## config.mk

```make
export PLATFORM = sky130hd
export DESIGN_NAME = cla_iter_alu_flat
export DESIGN_NICKNAME = d
export VERILOG_FILES = /design/src/rtl/cla_iter_alu_if.sv /design/src/rtl/cla_iter_alu.sv /design/src/flat_wrapper.sv
export SDC_FILE = /design/constraint.sdc
export NUM_CORES = 1
export LEC_CHECK = 0
export CORE_MARGIN = 1.5
export CORE_UTILIZATION = 35
export DETAILED_ROUTE_END_ITERATION = 8
export GPL_TIMING_DRIVEN = 1
export PLACE_DENSITY = 0.58
export SYNTH_ARGS = -nofsm -noshare
export SYNTH_HDL_FRONTEND = slang
export SYNTH_SLANG_ARGS = --single-unit
```

## constraint.sdc

```tcl
create_clock -name clk -period 2.7 [get_ports clk]
set_clock_uncertainty 0.2 [all_clocks]
set_input_delay 0.54 -clock clk [delete_from_list [all_inputs] [get_ports clk]]
set_output_delay 0.54 -clock clk [all_outputs]
set_load 0.02 [all_outputs]
```

## src/rtl/cla_iter_alu_if.sv

```systemverilog
// Operand/result handshake bundle for cla_iter_alu.
// The ALU connects through the slave modport; the producer/consumer side uses master.
`timescale 1ns/1ps
interface cla_iter_alu_if #(parameter int WIDTH = 16);
  logic             in_valid;
  logic             in_ready;
  logic [WIDTH-1:0] a;
  logic [WIDTH-1:0] b;
  logic             cin;
  logic [2:0]       op;
  logic             out_valid;
  logic             out_ready;
  logic [WIDTH-1:0] result;
  logic             cout;
  logic             ovf;
  logic             zero;

  modport master (
    output in_valid, a, b, cin, op, out_ready,
    input  in_ready, out_valid, result, cout, ovf, zero
  );

  modport slave (
    input  in_valid, a, b, cin, op, out_ready,
    output in_ready, out_valid, result, cout, ovf, zero
  );
endinterface

```

## src/rtl/cla_iter_alu.sv

```systemverilog
// Iterative carry-lookahead ALU: resolves GPC 4-bit groups per cycle and chains the
// group carry through a register, so a WIDTH-bit operation takes WIDTH/(4*GPC) cycles.
`timescale 1ns/1ps
module cla_iter_alu #(
  parameter int WIDTH = 16,
  parameter int GPC   = 1
) (
  input logic         clk,
  input logic         rst,
  cla_iter_alu_if.slave bus
);
  localparam int SW = 4 * GPC;
  localparam int N  = WIDTH / SW;
  localparam int CW = (N > 1) ? $clog2(N) : 1;

  localparam logic [2:0] OP_ADD = 3'b000;
  localparam logic [2:0] OP_SUB = 3'b001;
  localparam logic [2:0] OP_AND = 3'b010;
  localparam logic [2:0] OP_OR  = 3'b011;
  localparam logic [2:0] OP_XOR = 3'b100;

  typedef enum logic [1:0] {IDLE, RUN, DONE} state_t;

  state_t           state_q, state_d;
  logic [CW-1:0]    cnt;
  logic [WIDTH-1:0] a_r, b_r, result_q, result_next;
  logic [2:0]       op_r;
  logic             cin_r, carry_r, cout_q, ovf_q, zero_q;

  logic             arith, sub, last, c_in;
  logic [SW-1:0]    a_s, b_s, g, p, slice_res;
  logic [SW:0]      c;
  logic [GPC-1:0]   grp_g, grp_p;
  logic [GPC:0]     grp_c;

  // Two-level sum-of-products carry: ci*P[0..n-1] + sum_k g[k]*P[k+1..n-1], no ripple.
  function automatic logic carry_sop(input logic [SW-1:0] gv, input logic [SW-1:0] pv,
                                     input logic ci, input int n);
    logic acc, term;
    term = ci;
    for (int m = 0; m < n; m++) term = term & pv[m];
    acc = term;
    for (int k = 0; k < n; k++) begin
      term = gv[k];
      for (int m = k + 1; m < n; m++) term = term & pv[m];
      acc = acc | term;
    end
    return acc;
  endfunction

  assign arith = (op_r == OP_ADD) || (op_r == OP_SUB);
  assign sub   = (op_r == OP_SUB);
  assign last  = (cnt == CW'(N - 1));
  assign c_in  = arith & ((cnt == '0) ? cin_r : carry_r);

  // NOTE: every signal written here gets a default first, so no path can infer a latch.
  always_comb begin
    a_s       = a_r[SW-1:0];
    b_s       = sub ? ~b_r[SW-1:0] : b_r[SW-1:0];
    g         = arith ? (a_s & b_s) : '0;
    p         = arith ? (a_s | b_s) : '0;
    grp_g     = '0;
    grp_p     = '0;
    grp_c     = '0;
    c         = '0;
    slice_res = '0;

    for (int j = 0; j < GPC; j++) begin
      grp_g[j] = carry_sop(SW'(g[4*j +: 4]), SW'(p[4*j +: 4]), 1'b0, 4);
      grp_p[j] = &p[4*j +: 4];
    end
    for (int j = 0; j <= GPC; j++)
      grp_c[j] = carry_sop(SW'(grp_g), SW'(grp_p), c_in, j);
    for (int j = 0; j < GPC; j++)
      for (int i = 0; i < 4; i++)
        c[4*j + i] = carry_sop(SW'(g[4*j +: 4]), SW'(p[4*j +: 4]), grp_c[j], i);
    c[SW] = grp_c[GPC];

    unique case (op_r)
      OP_ADD, OP_SUB: slice_res = a_s ^ b_s ^ c[SW-1:0];
      OP_AND:         slice_res = a_r[SW-1:0] & b_r[SW-1:0];
      OP_OR:          slice_res = a_r[SW-1:0] | b_r[SW-1:0];
      OP_XOR:         slice_res = a_r[SW-1:0] ^ b_r[SW-1:0];
      default:        slice_res = '0;
    endcase

    // Slices enter at the top; after N cycles slice 0 has reached bit 0.
    result_next = (result_q >> SW) | (WIDTH'(slice_res) << (WIDTH - SW));
  end

  always_comb begin
    state_d = state_q;
    unique case (state_q)
      IDLE:    if (bus.in_valid) state_d = RUN;
      RUN:     if (last) state_d = DONE;
      DONE:    if (bus.out_ready) state_d = IDLE;
      default: state_d = IDLE;
    endcase
  end

  // NOTE: sequential state uses non-blocking assignments so every register samples pre-edge values.
  always_ff @(posedge clk) begin
    if (rst) state_q <= IDLE;
    else     state_q <= state_d;
  end

  always_ff @(posedge clk) begin
    if (rst) begin
      cnt      <= '0;
      a_r      <= '0;
      b_r      <= '0;
      op_r     <= '0;
      cin_r    <= 1'b0;
      carry_r  <= 1'b0;
      result_q <= '0;
      cout_q   <= 1'b0;
      ovf_q    <= 1'b0;
      zero_q   <= 1'b0;
    end else begin
      unique case (state_q)
        IDLE: if (bus.in_valid) begin
          a_r      <= bus.a;
          b_r      <= bus.b;
          op_r     <= bus.op;
          cin_r    <= bus.cin;
          cnt      <= '0;
          carry_r  <= 1'b0;
          result_q <= '0;
          cout_q   <= 1'b0;
          ovf_q    <= 1'b0;
          zero_q   <= 1'b0;
        end
        RUN: begin
          a_r      <= a_r >> SW;
          b_r      <= b_r >> SW;
          carry_r  <= c[SW];
          result_q <= result_next;
          cnt      <= cnt + 1'b1;
          if (last) begin
            cout_q <= c[SW];
            ovf_q  <= c[SW] ^ c[SW-1];
            zero_q <= (result_next == '0);
          end
        end
        default: ;
      endcase
    end
  end

  assign bus.in_ready  = (state_q == IDLE);
  assign bus.out_valid = (state_q == DONE);
  assign bus.result    = result_q;
  assign bus.cout      = cout_q;
  assign bus.ovf       = ovf_q;
  assign bus.zero      = zero_q;
endmodule

```

## src/flat_wrapper.sv

```systemverilog
// flat-port wrapper written by rule: the top's interface ports become plain ports
module cla_iter_alu_flat 
#(
  parameter int WIDTH = 16,
  parameter int GPC   = 1
)
  (clk, rst, bus_in_valid, bus_a, bus_b, bus_cin, bus_op, bus_out_ready, bus_in_ready, bus_out_valid, bus_result, bus_cout, bus_ovf, bus_zero);
  cla_iter_alu_if #(.WIDTH(WIDTH)) bus_i ();
  input logic clk;
  input logic rst;
  input wire logic [$bits(bus_i.in_valid)-1:0] bus_in_valid;
  input wire logic [$bits(bus_i.a)-1:0] bus_a;
  input wire logic [$bits(bus_i.b)-1:0] bus_b;
  input wire logic [$bits(bus_i.cin)-1:0] bus_cin;
  input wire logic [$bits(bus_i.op)-1:0] bus_op;
  input wire logic [$bits(bus_i.out_ready)-1:0] bus_out_ready;
  output wire logic [$bits(bus_i.in_ready)-1:0] bus_in_ready;
  output wire logic [$bits(bus_i.out_valid)-1:0] bus_out_valid;
  output wire logic [$bits(bus_i.result)-1:0] bus_result;
  output wire logic [$bits(bus_i.cout)-1:0] bus_cout;
  output wire logic [$bits(bus_i.ovf)-1:0] bus_ovf;
  output wire logic [$bits(bus_i.zero)-1:0] bus_zero;
  assign bus_i.in_valid = bus_in_valid;
  assign bus_i.a = bus_a;
  assign bus_i.b = bus_b;
  assign bus_i.cin = bus_cin;
  assign bus_i.op = bus_op;
  assign bus_i.out_ready = bus_out_ready;
  assign bus_in_ready = bus_i.in_ready;
  assign bus_out_valid = bus_i.out_valid;
  assign bus_result = bus_i.result;
  assign bus_cout = bus_i.cout;
  assign bus_ovf = bus_i.ovf;
  assign bus_zero = bus_i.zero;
  cla_iter_alu #(.WIDTH(WIDTH), .GPC(GPC)) u_core (.clk(clk), .rst(rst), .bus(bus_i));
endmodule
```

==> impl_results.md <==
- Htree depth: 3
- Vias: 2,653
- Worst r2r src: u_core.op_r[2]
- Hpwl dp: 5420 µm
- Tot GR Track Use: 0.1834
- Max Transition Viols Final: 0
- Hold Vio Cnt, Final: 0
- Async SR Flop Fraction: 0
- Crit Path Category: flip-flop to flip-flop
- Vias per inst: 5.073
- RSZ-0062 raised after global routing: no
- Startpoint types: flip-flop
- R2r worst-path depth: 9
- Worst path arrival time: 2.63 ns
- Syn. warnings: 0
- Synth Net Count: 416
- RD Place Congestion: 0.8490
- Ports: 61
- Hold buffers post-CTS: 0
- Tcrit/Tclk final: 0.9457
- Chip Height: 94.93 µm
- # setup viols final: 0
- Post-Synthesis Cell Area: 0.002958 mm²
- Post-synthesis register bit count: 60
- CTS tree: done
- Routed WL: 7676 µm
- Mean post-synth cell area: 8.262 µm²
- Worst endpoint required time: 2.78 ns
- Slew of the pin with the lowest slew margin: 0.5181 ns
- Worst-path clk slew: 0.07 ns
- Min Hold Slack: 0.2627 ns
- Crit path time final: 2.553 ns
- Max VDD drop: 0.2343 mV
- F_max: 391.6 MHz
- Post-layout util: 0.4803
- CP Max Fanout: 4
- Synthesis-to-finish area growth: 33.42%
- Hold Path Depth: 2
- Unique masters post-synth: 45
- Setup Fix Bufs, Post-CTS: 0
- Share of layout cells above drive strength 1: 0.1029
- Hold Path Sink: u_core.carry_r
- Wire per inst: 14.68 µm
- CTS Buf Count: 9
- Nets: 472
- Die W: 94.93 µm
- DRT iter0 DRCs: 91
- FILL cells: 812
- Crit. End Element: flip-flop
- Worst reg2reg path endpoint: u_core.bus.zero
- Main synth FF type: dfxtp_1
- First-pass GRT wire length: 12,660 µm
- Vias in the first global route: 2,536
- R2R Setup Slk: 0.15 ns
- Most common cell after layout, fill and taps aside: nor2_1
- Ant. Diodes: 0
- Seq/Total Area, Yosys: 0.4061
- Detail Route Antenna Nets: 0
- Worst-Skew Late Latency: 0.33 ns
- Root Buffer: clkbuf_8
- CTS sink count: 60
- Max_slew headroom: 0.6447
- Total congestion overflow: 0
- DRC Markers: 0
- Total die area: 0.009012 mm²
- Initial antenna violation count: 0
- Max Cap Viol: 0
- Pleak: 1.566 nW
- Rows: 33
- Core area: 0.008217 mm²
- PortBufs: 60
- TNS Setup: 0 ns
- Post-synth EDFFs: 0
- Starting Density: 0.3600
- Power per Cell Area: 607.0 mW/mm²
- Status: finished, final reports clean
- Maximum clock path buffer count: 2
- Synth Instances: 358
- Pin count of the biggest net entering global routing: 50
- Most frequent cells in the layout: nor2_1, clkdlybuf4s50_1, dfxtp_1, nand2_1, a311oi_1
- Worst hold path startpoint: u_core.carry_r
- Hold/Removal Path Class: flip-flop to flip-flop
- First-pass detailed-route iteration total: 5
==> worst max-delay path by stage <==
stage	startpoint	end	depth (start not counted)
3_3_place_gp	u_core.op_r[2]	u_core.bus.zero	9
2_1_floorplan	u_core.op_r[2]	u_core.bus.zero	10
6_report	u_core.op_r[2]	u_core.bus.zero	9
4_1_cts	u_core.op_r[2]	u_core.bus.zero	9
3_5_place_dp	u_core.op_r[2]	u_core.bus.zero	9
5_1_grt	u_core.op_r[2]	u_core.bus.zero	9
==> power by group <==
part / switching [mW] / internal, mW
logic: 0.246 / 0.221
clock network: 0.352 / 0.592
registers: 0.0427 / 0.942
total: 0.641 / 1.75
==> routing by layer <==
metal  routed length, µm  global-route usage  vias to the layer above
met2                3701              0.3077                       59
li1                    -                   -                     1358
met4                  95             0.04478                        0
met1                3593              0.2294                     1227
met5                   0                   0                        -
met3                 285             0.05395                        9
==> synthesized netlist by cell type (2+ instances only) <==
cell type	count	area, µm²
or2_2	2	12.51
a21oi_1	5	25.02
clkbuf_1	26	97.59
and2_1	3	18.77
nor3_1	3	15.01
inv_1	19	71.32
a32oi_1	2	17.52
nor2b_1	4	25.02
a211oi_1	3	22.52
a311oi_1	24	210.2
xnor2_1	4	35.03
o21ai_0	3	15.01
a22oi_1	22	165.2
nor2_1	64	240.2
dfxtp_1	60	1201
ha_1	18	225.2
a32o_1	2	20.02
nand2_1	56	210.2
nand2b_1	4	25.02
mux2i_1	7	70.07
nor4_1	3	18.77
==> timing repair <==
item / in CTS / in global routing
gates resized for setup: 0 / 5
setup endpoints to repair: 0 / 4
hold endpoints to repair: 0 / 0
==> stage by stage <==
stage	power [mW]	worst slack, ns	area [µm²]	std cells
after global placement	1.465	0.06198	3694	508
after CTS	2.418	0.01341	3928	523
final	2.396	0.1466	3946	523
after floorplan	1.294	0.004582	2963	358
after global routing	2.521	0.01186	3946	523
after detailed placement	1.470	0.01977	3694	508
==> sequential cells by signal, summed over array words and instances (netlist names) <==
name	cells
u_core.bus.cout	1
u_core.state_q	2
u_core.a_r	16
u_core.carry_r	1
u_core.bus.ovf	1
u_core.bus.result	16
u_core.b_r	16
u_core.cin_r	1
u_core.bus.zero	1
u_core.op_r	3
u_core.cnt	2
==> worst max-delay path: stages, from the launching register on <==
cell	delay [ns]
dfxtp_1	0.32
nor2_2	0.12
and2_4	0.21
xnor2_2	0.13
inv_1	0.06
ha_1	0.24
o311a_4	0.41
and4_4	0.20
or4_4	0.51
o21ai_2	0.11
==> final cells by class <==
type / count / area (µm²) / area share
multi-input combinational: 252 / 1609 / 0.4077
sequential: 60 / 1202 / 0.3047
timing repair buffer: 72 / 698.2 / 0.1769
clock buffer: 12 / 165.2 / 0.04185
tap: 105 / 131.4 / 0.03329
inverter: 19 / 71.32 / 0.01807
clock inverter: 3 / 68.82 / 0.01744
==> cell families after synthesis <==
kind of cell | count (synthesis) | synth area share
and+or+nand+nor | 151 | 0.2259
AOI/OAI and AO/OA | 71 | 0.1950
buffers and inverters | 46 | 0.05837
xor gates and xnor gates | 5 | 0.01480
adders and majority gates | 18 | 0.07614
DFF | 60 | 0.4061
muxes | 7 | 0.02369
Note: power is estimated with default switching activity, not from simulation.
